### src/rtl/home_inventory_adc_seq_pkg.sv
// Shared definitions for the ADC frame sequencer: FSM encoding, the sample
// written when a channel times out, and the NUM_CH clamp rule.
package home_inventory_adc_seq_pkg;

    typedef enum logic [1:0] {
        ST_IDLE  = 2'd0,
        ST_REQ   = 2'd1,
        ST_STORE = 2'd2,
        ST_DONE  = 2'd3
    } seq_state_e;

    localparam logic [31:0] TIMEOUT_SAMPLE = 32'h8000_0000;

    // A zero or out-of-range channel count means "use every slot".
    function automatic logic [3:0] clamp_num_ch(input logic [3:0] num_ch,
                                                input logic [3:0] num_max);
        if (num_ch == 4'd0 || num_ch > num_max) begin
            return num_max;
        end
        return num_ch;
    endfunction

endpackage

### src/rtl/home_inventory_adc_seq_if.sv
// Conversion req/ack port plus the ADC_RAW write port of the frame sequencer.
interface home_inventory_adc_seq_if #(
    parameter int DATA_W = 24
) ();

    logic              conv_req_o;
    logic [2:0]        conv_ch_o;
    logic              conv_ack_i;
    logic [DATA_W-1:0] conv_data_i;
    logic              raw_we_o;
    logic [2:0]        raw_ch_o;
    logic [31:0]       raw_data_o;

    modport master (
        output conv_req_o, conv_ch_o, raw_we_o, raw_ch_o, raw_data_o,
        input  conv_ack_i, conv_data_i
    );

    modport slave (
        input  conv_req_o, conv_ch_o, raw_we_o, raw_ch_o, raw_data_o,
        output conv_ack_i, conv_data_i
    );

endinterface

### src/rtl/home_inventory_period_timer.sv
// Periodic frame trigger: ticks once every cfg_period clocks while enabled.
module home_inventory_period_timer
    import home_inventory_adc_seq_pkg::*;
#(
    parameter int PERIOD_W = 16
) (
    input  logic                clk,
    input  logic                rst_n,
    input  logic                enable,
    input  logic [PERIOD_W-1:0] period,
    output logic                tick
);

    logic [PERIOD_W-1:0] cnt_q;
    logic [PERIOD_W-1:0] cnt_d;
    logic                run;
    logic                wrap;

    assign run  = enable && (period != '0);
    assign wrap = run && (cnt_q == period - PERIOD_W'(1));
    assign tick = wrap;

    always_comb begin
        cnt_d = cnt_q + PERIOD_W'(1);
        if (!run || wrap) begin
            cnt_d = '0;
        end
    end

    always_ff @(posedge clk) begin
        if (!rst_n) begin
            cnt_q <= '0;
        end else begin
            cnt_q <= cnt_d;
        end
    end

endmodule

### src/rtl/home_inventory_adc_seq.sv
// ADC frame sequencer: walks channels 0..n-1 through the req/ack front-end and
// writes sign-extended results into the ADC_RAW bank, one frame per trigger.
module home_inventory_adc_seq
    import home_inventory_adc_seq_pkg::*;
#(
    parameter int NUM_CH_MAX  = 8,
    parameter int DATA_W      = 24,
    parameter int PERIOD_W    = 16,
    parameter int ACK_TIMEOUT = 255
) (
    input  logic                     wb_clk_i,
    input  logic                     wb_rst_ni,
    input  logic                     ctrl_enable,
    input  logic                     ctrl_start,
    input  logic                     snapshot_i,
    input  logic [3:0]               cfg_num_ch,
    input  logic [PERIOD_W-1:0]      cfg_period,
    home_inventory_adc_seq_if.master adc,
    output logic                     busy_o,
    output logic                     frame_done_o,
    output logic [31:0]              frame_cnt_o,
    output logic                     err_timeout_o
);

    localparam int WAIT_W = $clog2(ACK_TIMEOUT + 1);

    seq_state_e        state_q, state_d;
    logic [2:0]        ch_q, ch_d;
    logic [3:0]        n_q, n_d;
    logic [WAIT_W-1:0] wait_q, wait_d;
    logic              pending_q, pending_d;
    logic              conv_req_q, conv_req_d;
    logic              raw_we_q, raw_we_d;
    logic [2:0]        raw_ch_q, raw_ch_d;
    logic [31:0]       raw_data_q, raw_data_d;
    logic              busy_q, busy_d;
    logic              frame_done_q, frame_done_d;
    logic [31:0]       frame_cnt_q, frame_cnt_d;
    logic              err_q, err_d;

    logic              tick;
    logic              trigger;
    logic [31:0]       sample_ext;
    logic              last_ch;

    home_inventory_period_timer #(
        .PERIOD_W (PERIOD_W)
    ) u_timer (
        .clk    (wb_clk_i),
        .rst_n  (wb_rst_ni),
        .enable (ctrl_enable),
        .period (cfg_period),
        .tick   (tick)
    );

    assign trigger    = snapshot_i | (ctrl_start & ctrl_enable) | tick;
    assign sample_ext = {{(32 - DATA_W){adc.conv_data_i[DATA_W-1]}}, adc.conv_data_i};
    assign last_ch    = ({1'b0, ch_q} == (n_q - 4'd1));

    always_comb begin
        state_d      = state_q;
        ch_d         = ch_q;
        n_d          = n_q;
        wait_d       = wait_q;
        pending_d    = pending_q;
        conv_req_d   = conv_req_q;
        raw_we_d     = 1'b0;
        raw_ch_d     = raw_ch_q;
        raw_data_d   = raw_data_q;
        busy_d       = busy_q;
        frame_done_d = 1'b0;
        frame_cnt_d  = frame_cnt_q;
        err_d        = err_q;

        case (state_q)
            ST_IDLE: begin
                if (trigger) begin
                    n_d        = clamp_num_ch(cfg_num_ch, 4'(NUM_CH_MAX));
                    ch_d       = 3'd0;
                    wait_d     = '0;
                    conv_req_d = 1'b1;
                    busy_d     = 1'b1;
                    state_d    = ST_REQ;
                end
            end
            ST_REQ: begin
                if (trigger) begin
                    pending_d = 1'b1;
                end
                // A real ack wins over a timeout landing on the same edge.
                if (adc.conv_ack_i) begin
                    raw_data_d = sample_ext;
                    raw_ch_d   = ch_q;
                    raw_we_d   = 1'b1;
                    conv_req_d = 1'b0;
                    state_d    = ST_STORE;
                end else if (wait_q == WAIT_W'(ACK_TIMEOUT - 1)) begin
                    raw_data_d = TIMEOUT_SAMPLE;
                    raw_ch_d   = ch_q;
                    raw_we_d   = 1'b1;
                    conv_req_d = 1'b0;
                    err_d      = 1'b1;
                    state_d    = ST_STORE;
                end else begin
                    wait_d = wait_q + WAIT_W'(1);
                end
            end
            ST_STORE: begin
                if (trigger) begin
                    pending_d = 1'b1;
                end
                if (last_ch) begin
                    frame_done_d = 1'b1;
                    frame_cnt_d  = frame_cnt_q + 32'd1;
                    state_d      = ST_DONE;
                end else begin
                    ch_d       = ch_q + 3'd1;
                    wait_d     = '0;
                    conv_req_d = 1'b1;
                    state_d    = ST_REQ;
                end
            end
            ST_DONE: begin
                if (pending_q || trigger) begin
                    n_d        = clamp_num_ch(cfg_num_ch, 4'(NUM_CH_MAX));
                    ch_d       = 3'd0;
                    wait_d     = '0;
                    conv_req_d = 1'b1;
                    pending_d  = 1'b0;
                    state_d    = ST_REQ;
                end else begin
                    busy_d  = 1'b0;
                    state_d = ST_IDLE;
                end
            end
            default: begin
                state_d = ST_IDLE;
            end
        endcase
    end

    always_ff @(posedge wb_clk_i) begin
        if (!wb_rst_ni) begin
            state_q      <= ST_IDLE;
            ch_q         <= 3'd0;
            n_q          <= 4'd0;
            wait_q       <= '0;
            pending_q    <= 1'b0;
            conv_req_q   <= 1'b0;
            raw_we_q     <= 1'b0;
            raw_ch_q     <= 3'd0;
            raw_data_q   <= 32'd0;
            busy_q       <= 1'b0;
            frame_done_q <= 1'b0;
            frame_cnt_q  <= 32'd0;
            err_q        <= 1'b0;
        end else begin
            state_q      <= state_d;
            ch_q         <= ch_d;
            n_q          <= n_d;
            wait_q       <= wait_d;
            pending_q    <= pending_d;
            conv_req_q   <= conv_req_d;
            raw_we_q     <= raw_we_d;
            raw_ch_q     <= raw_ch_d;
            raw_data_q   <= raw_data_d;
            busy_q       <= busy_d;
            frame_done_q <= frame_done_d;
            frame_cnt_q  <= frame_cnt_d;
            err_q        <= err_d;
        end
    end

    assign adc.conv_req_o = conv_req_q;
    assign adc.conv_ch_o  = ch_q;
    assign adc.raw_we_o   = raw_we_q;
    assign adc.raw_ch_o   = raw_ch_q;
    assign adc.raw_data_o = raw_data_q;
    assign busy_o         = busy_q;
    assign frame_done_o   = frame_done_q;
    assign frame_cnt_o    = frame_cnt_q;
    assign err_timeout_o  = err_q;

endmodule

### src/flat_wrapper.sv
// flat-port wrapper written by rule: the top's interface ports become plain ports
module home_inventory_adc_seq_flat import home_inventory_adc_seq_pkg::*;
#(
    parameter int NUM_CH_MAX  = 8,
    parameter int DATA_W      = 24,
    parameter int PERIOD_W    = 16,
    parameter int ACK_TIMEOUT = 255
)
  (wb_clk_i, wb_rst_ni, ctrl_enable, ctrl_start, snapshot_i, cfg_num_ch, cfg_period, busy_o, frame_done_o, frame_cnt_o, err_timeout_o, adc_conv_req_o, adc_conv_ch_o, adc_raw_we_o, adc_raw_ch_o, adc_raw_data_o, adc_conv_ack_i, adc_conv_data_i);
  home_inventory_adc_seq_if #(.DATA_W(DATA_W)) adc_i ();
  input  logic wb_clk_i;
  input  logic wb_rst_ni;
  input  logic ctrl_enable;
  input  logic ctrl_start;
  input  logic snapshot_i;
  input  logic [3:0] cfg_num_ch;
  input  logic [PERIOD_W-1:0] cfg_period;
  output logic busy_o;
  output logic frame_done_o;
  output logic [31:0] frame_cnt_o;
  output logic err_timeout_o;
  output wire logic [$bits(adc_i.conv_req_o)-1:0] adc_conv_req_o;
  output wire logic [$bits(adc_i.conv_ch_o)-1:0] adc_conv_ch_o;
  output wire logic [$bits(adc_i.raw_we_o)-1:0] adc_raw_we_o;
  output wire logic [$bits(adc_i.raw_ch_o)-1:0] adc_raw_ch_o;
  output wire logic [$bits(adc_i.raw_data_o)-1:0] adc_raw_data_o;
  input wire logic [$bits(adc_i.conv_ack_i)-1:0] adc_conv_ack_i;
  input wire logic [$bits(adc_i.conv_data_i)-1:0] adc_conv_data_i;
  assign adc_conv_req_o = adc_i.conv_req_o;
  assign adc_conv_ch_o = adc_i.conv_ch_o;
  assign adc_raw_we_o = adc_i.raw_we_o;
  assign adc_raw_ch_o = adc_i.raw_ch_o;
  assign adc_raw_data_o = adc_i.raw_data_o;
  assign adc_i.conv_ack_i = adc_conv_ack_i;
  assign adc_i.conv_data_i = adc_conv_data_i;
  home_inventory_adc_seq #(.NUM_CH_MAX(NUM_CH_MAX), .DATA_W(DATA_W), .PERIOD_W(PERIOD_W), .ACK_TIMEOUT(ACK_TIMEOUT)) u_core (.wb_clk_i(wb_clk_i), .wb_rst_ni(wb_rst_ni), .ctrl_enable(ctrl_enable), .ctrl_start(ctrl_start), .snapshot_i(snapshot_i), .cfg_num_ch(cfg_num_ch), .cfg_period(cfg_period), .adc(adc_i), .busy_o(busy_o), .frame_done_o(frame_done_o), .frame_cnt_o(frame_cnt_o), .err_timeout_o(err_timeout_o));
endmodule
### config.mk
export PLATFORM = sky130hd
export DESIGN_NAME = home_inventory_adc_seq_flat
export DESIGN_NICKNAME = d
export VERILOG_FILES = /design/src/rtl/home_inventory_adc_seq_pkg.sv /design/src/rtl/home_inventory_adc_seq_if.sv /design/src/rtl/home_inventory_period_timer.sv /design/src/rtl/home_inventory_adc_seq.sv /design/src/flat_wrapper.sv
export SDC_FILE = /design/constraint.sdc
export NUM_CORES = 1
export LEC_CHECK = 0
export CAP_MARGIN = 5
export CORE_ASPECT_RATIO = 0.8
export CORE_UTILIZATION = 50
export DETAILED_ROUTE_END_ITERATION = 7
export HOLD_SLACK_MARGIN = 0.08
export PLACE_DENSITY = 0.85
export SYNTH_ARGS = -nofsm -noshare
export SYNTH_HDL_FRONTEND = slang
export SYNTH_HIERARCHICAL = 1
export SYNTH_SLANG_ARGS = --single-unit
### constraint.sdc
create_clock -name wb_clk_i -period 6 [get_ports wb_clk_i]
set_clock_uncertainty 0.2 [all_clocks]
set_input_delay 1.2 -clock wb_clk_i [delete_from_list [all_inputs] [get_ports wb_clk_i]]
set_output_delay 1.2 -clock wb_clk_i [all_outputs]
set_load 0.1 [all_outputs]
Word-level counts from Yosys, hierarchy flattened
Cells that the tools add are included.
{"block": "totals", "output_inout_bits": 75, "ff_bits": 106, "in_bits": 50}
{"block": "op_classes", "muxes": 44, "add_sub_neg": 6, "magnitude_cmp": 1, "n_eq_ne": 14, "n_reduce_logical": 27, "n_bitwise": 5}
{"operator": "two-way mux 32 bit", "n": 2}
{"operator": "two-way mux 8 bit", "n": 5}
{"operator": "adder 32 x 1 -> 32 bit (second input constant)", "n": 1}
{"operator": "one-hot mux 8 bit (4 select lines)", "n": 1}
{"operator": "two-way mux 4 bit", "n": 5}
{"operator": "adder 16 x 1 -> 16 bit (second input constant)", "n": 1}
{"operator": "equality test 16 bit", "n": 1}
{"operator": "two-way mux 1 bit", "n": 16}
{"operator": "nonzero test 16 bit", "n": 1}
{"operator": "subtractor 16 x 1 -> 16 bit (second input constant)", "n": 1}
{"operator": "two-way mux 3 bit", "n": 5}
{"operator": "AND reduction 3 bit", "n": 4}
{"operator": "AND reduction 2 bit", "n": 5}
{"operator": "one-hot mux 3 bit (3 select lines)", "n": 1}
{"operator": "adder 8 x 1 -> 8 bit (second input constant)", "n": 1}
{"operator": "equality test 8 bit (second input constant)", "n": 1}
{"operator": "two-way mux 2 bit", "n": 4}
{"operator": "!= test 2 bit (second input constant)", "n": 4}
{"operator": "one-hot mux 2 bit (4 select lines)", "n": 1}
{"operator": "one-hot mux 4 bit (2 select lines)", "n": 1}
{"operator": "AND reduction 4 bit", "n": 2}
{"operator": "!= test 2 x 1 -> 1 bit (second input constant)", "n": 3}
{"operator": "nonzero test 2 bit", "n": 3}
{"operator": "AND reduction 5 bit", "n": 1}
{"operator": "19 further kinds", "n": 27}

Longest topological paths before layout
{"block": "logic_depth", "ltp_word": 10, "depth_mapped": 13}

Modules after synthesis
The synthesis kept the hierarchy.
{"module": "home_inventory_adc_seq", "n_inst": 1, "cells_each": 450, "area_per_inst_um2": 3885.0}
{"module": "home_inventory_period_timer", "n_inst": 1, "cells_each": 181, "area_per_inst_um2": 1413.9}

Least setup slack after synthesis
Ideal clock, no wire load.
{"block": "synth_path", "path_kind": "input to register", "start": "input port cfg_period[0]", "end": "register u_core.wait_q[1]", "cell_stages": 13, "slack_ps": 1364, "required_ps": 5730, "n_path_buf": 0, "t_arrival_ps": 4366, "path_cell_list": "inv_1 ha_1 or4b_4 or3_4 a2111oi_4 nor2_1 a2111oi_0 nor4b_1 a211oi_1 o21ai_0 nand2_1 or4b_1 a21oi_1"}
{"block": "synth_via", "elab_chain_cells": 7, "elab_cells_between_ends": 10, "classes_between": "1 x add/sub; 3 x eq/ne; 1 x bitwise; 5 x reduce/logical"}
{"element": "start, declared", "line": "flat_wrapper.sv:17", "text": "input logic [PERIOD_W-1:0] cfg_period;"}
{"element": "subtractor 16 x 1 -> 16 bit / nonzero test 16 bit (equally long branches)", "line": "home_inventory_period_timer.sv:20, home_inventory_period_timer.sv:19"}
{"element": "equality test 16 bit / logical AND 1 bit (equally long branches)", "line": "home_inventory_period_timer.sv:20, home_inventory_period_timer.sv:19"}
{"element": "logical AND 1 bit *", "line": "home_inventory_period_timer.sv:20", "text": "assign wrap = run && (cnt_q == period - PERIOD_W'(1));"}
{"element": "net u_core.tick", "line": "home_inventory_adc_seq.sv:41", "text": "logic tick;"}
{"element": "OR 1 bit *", "line": "home_inventory_adc_seq.sv:56", "text": "assign trigger = snapshot_i | (ctrl_start & ctrl_enable) | tick;"}
{"element": "logical OR 1 bit", "line": "home_inventory_adc_seq.sv:124", "text": "if (pending_q || trigger) begin"}
{"element": "!= test 2 x 1 -> 1 bit (no line)"}
{"element": "AND reduction 5 bit (no line) *"}
{"element": "end signal, assigned", "line": "home_inventory_adc_seq.sv:161", "text": "wait_q <= wait_d;"}
{"element": "end, declared", "line": "home_inventory_adc_seq.sv:30", "text": "logic [WAIT_W-1:0] wait_q, wait_d;"}
The timed path passes the listed nets; every way through them passes the cells marked *.
A chain may end at the register's enable or synchronous reset.

Final worst setup path
Same ends and word-level chain as after synthesis.

==> metrics.md <==
| Metric | Value |
|---|---|
| Largest net degree at the start of global routing | `50` |
| Number of flops mapped to enable cells by yosys | `0` |
| Internal Pwr Total | `1300 uW` |
| Iter 0 DRT Violations | `477` |
| Reg2Reg Setup Slack | `2.32 ns` |
| Fin util | `0.669` |
| Hold Path Stages | `2` |
| Routed vias | `about 5200` |
| Setup TNS | `0 ns` |
| CP Capture Type | `flip-flop` |
| Post-synthesis register bit count | `approximately 100` |
| IO buf count | `124` |
| Worst flop-to-flop path endpoint | `u_core/wait_q[1]` |
| Post-Place Cell Area | `around 6500 sq um` |
| Share of cells above drive strength 1 | `0.0503` |
| R2R depth | `11` |
| Crit-path max FO | `7` |
| Leak | `0.00240 uW` |
| Worst skew pair latency | `0.34 ns` |
| Vias in the first global route | `about 4900` |
| Syn avg cell area | `approximately 8.4 sq um` |
| Drt first pass iters | `5` |
| Wirelength, routed | `14100 um` |
| Period Utilization, post-route | `0.903` |
| Logic gate share of total power | `0.342` |
| VDD IR max | `232 uV` |
| Detailed-route wire length per cell | `16.1 um` |
| Worst-Margin Slew | `1.05 ns` |
| CTS Buf Count | `9` |
| Worst Path Required | `6.06 ns` |
| Clock Sinks | `99` |
| Max_cap viols | `0` |
| Post_cts resized | `0` |
| Vias per cell | `about 6` |
| Crit Reg-Reg Startpoint | `u_core/u_timer/cnt_q[14]` |
| Hold_buf cts | `0` |
| Place WS | `approximately 0.35 ns` |
| TritonCTS clock tree | `done` |
| Core ar. | `between 10000 and 15000 sq um` |
| Yosys warns | `6` |
| Total grt overflow | `0` |
| Crit path time final | `5.42 ns` |
| Outcome | `finished, final reports clean` |
| Hold path start | `u_core/err_timeout_o` |
| Max Root-Sink Buffers | `2` |
| CP Class | `in -> reg` |
| Clock power share | `0.300` |
| Row count | `33` |
| # H-tree levels | `3` |
| Clock Pin Slew Worst Setup and Hold Paths | `about 0.060 ns` |
| CTS root buffer | `clkbuf_16` |
| Final setup violation count | `0` |
| Initial Util | `0.515` |
| Worst Hold End | `u_core/err_timeout_o` |
| Worst min path class | `reg -> reg` |
| Max-slew headroom | `0.300` |
| Total die area | `11000 sq um` |
| PwrDens | `303 nW/um^2` |
| Critical Path Start Type | `input port` |
| Design area | `between 6000 and 7000 sq um` |
| Residual DRC | `0` |
| Synth Instances | `631` |
| Slew Limit Fails | `0` |
| Syn Nets | `694` |
| Switching power total | `about 780 uW` |
| First-pass GRT wire length | `22600 um` |
| Switching fraction of total power | `0.375` |
| RSZ-0062 raised after global routing | `no` |
| Fmax | `185 MHz` |
| Final number of hold-violating endpoints | `0` |
| Netlist Area Pre-Place | `5300 sq um` |
| Ports | `125` |
| Crit path DAT | `about 5.5 ns` |
| Layout area overhead | `29.8%` |
| Post-synthesis cell type count | `72` |
| Sequential share of power | `0.359` |
| Hpwl dp | `10100 um` |
| Fin worst setup slack | `0.583 ns` |
| GRT Total Usage | `0.260` |
| Die H | `94.1 um` |
| Ys async rst share | `0` |
| Prevailing post-synth register cell | `dfxtp_1` |
| GPL Wtd Cong | `0.955` |
| # diodes | `0` |
| Postcts setup bufs | `0` |
| Routed Antenna Nets | `0` |
| Final net count | `794` |
| Initial antenna violation count | `0` |
| Die Wd | `between 100 and 150 um` |
| Sequential share of the synthesized area | `0.374` |
==> critical path, cell delays in order <==
cell	delay (ns)
clkdlybuf4s50_1	0.51
inv_1	0.10
ha_1	0.26
or4b_4	0.51
or3_4	0.38
a2111oi_4	0.36
nor2_1	0.09
a2111oi_0	0.40
nor4b_1	0.28
a211oi_1	0.18
o21ai_0	0.28
nand2_1	0.25
or4b_1	0.52
a21oi_1	0.16
==> worst max-delay path by stage <==
stage / from / slack [ns] / to
after CTS: cfg_period[0] / 0.68 / u_core/wait_q[1]
after global placement: cfg_period[0] / 0.60 / u_core/wait_q[1]
final: cfg_period[0] / 0.58 / u_core/wait_q[1]
after global routing: cfg_period[0] / 0.39 / u_core/wait_q[3]
after floorplan: cfg_period[0] / 1.36 / u_core/wait_q[1]
after detailed placement: cfg_period[0] / 0.35 / u_core/wait_q[1]
==> stage by stage <==
stage | total power [uW] | hold WS [ns] | std cells
4_1_cts | 2090 | 0.279 | 876
6_report | 2080 | 0.280 | 876
5_1_grt | 2170 | 0.315 | 876
3_5_place_dp | 1460 | 0.264 | 860
3_3_place_gp | 1440 | 0.260 | 860
2_1_floorplan | 1290 | 0.272 | 631
==> final cells by class <==
cell class              instances  area, sq um
flip-flops and latches         99         1980
inverters                      23         86.3
repair buffers                128         1270
clock inverters                 4         72.6
multi-input cells             470         3030
well taps                     140          175
clock buffers                  12          256
fillers                       815         3410
==> cell usage after synthesis (3+ instances only) <==
master	instances	area, sq um
a22oi_1	25	188
mux2i_1	8	80.1
nand3b_1	4	30.0
nor4b_1	4	35.0
o311ai_0	4	35.0
xor2_1	16	140
and2_1	7	43.8
ha_1	13	163
nor4_1	6	37.5
dfxtp_1	99	1980
o21a_1	3	22.5
or4_1	5	37.5
xnor2_1	20	175
o21ai_0	38	190
o2111ai_1	3	26.3
buf_4	7	52.6
inv_1	23	86.3
nand3_1	37	185
buf_2	5	25.0
buf_6	3	33.8
or3_1	28	175
o31ai_1	3	22.5
and4_1	6	52.6
or2_2	3	18.8
clkbuf_1	22	82.6
and3_1	6	37.5
nor3_1	16	80.1
a31oi_1	4	25.0
a21oi_1	36	180
nand2b_1	5	31.3
nor2b_1	4	25.0
nand4_1	14	87.6
nor2_1	73	274
nand2_1	34	128
==> logic make-up (layout without fill, tap and decap cells) <==
kind of cell | count (synthesis) | after routing | share of synthesized area
buffers and inverters | 62 | 167 | 0.0545
XOR/XNOR | 36 | 36 | 0.0595
flip-flops | 99 | 99 | 0.374
AO/OA/AOI/OAI | 143 | 143 | 0.185
AND/OR/NAND/NOR | 270 | 270 | 0.281
adder cells (fa/ha/maj) | 13 | 13 | 0.0307
multiplexers | 8 | 8 | 0.0151
==> power by group through the flow <==
stage | Combinational, uW | Sequential (uW) | Clock (uW)
after floorplan | 317 | 975 | 0
after global placement | 683 | 757 | 0
after detailed placement | 701 | 760 | 0
after CTS | 707 | 746 | 635
after global routing | 753 | 752 | 663
final | 712 | 747 | 625
==> registers in the layout (all words and copies together) (netlist names) <==
name and flops:
u_core/frame_done_o 1, u_core/wait_q 8, u_core/n_q 4, u_core/adc.raw_ch_o 3, u_core/err_timeout_o 1, u_core/adc.conv_ch_o 3, u_core/adc.conv_req_o 1, u_core/state_q 2
u_core/u_timer/cnt_q 16, u_core/frame_cnt_o 32, u_core/busy_o 1, u_core/adc.raw_data_o 25, u_core/pending_q 1, u_core/adc.raw_we_o 1
==> placed cells by master (no fill, tap or decap), types with 22 or more instances in the layout <==
cell type and n:
clkdlybuf4s50_1 124, dfxtp_1 99, nor2_1 73, o21ai_0 38
nand3_1 37, a21oi_1 35, nand2_1 34, or3_1 28
a22oi_1 25, inv_1 22
==> layer usage <==
metal  global-route usage  up-vias  share of wire  routed length, um
met4               0.0612        0          0.011                154
li1                     -     2487              -                  -
met3               0.0748       15          0.085               1200
met2                0.439      219           0.49               6950
met5                    0        -              0                  0
met1                0.324     2429           0.41               5830
(Power assumes the default switching activity.)
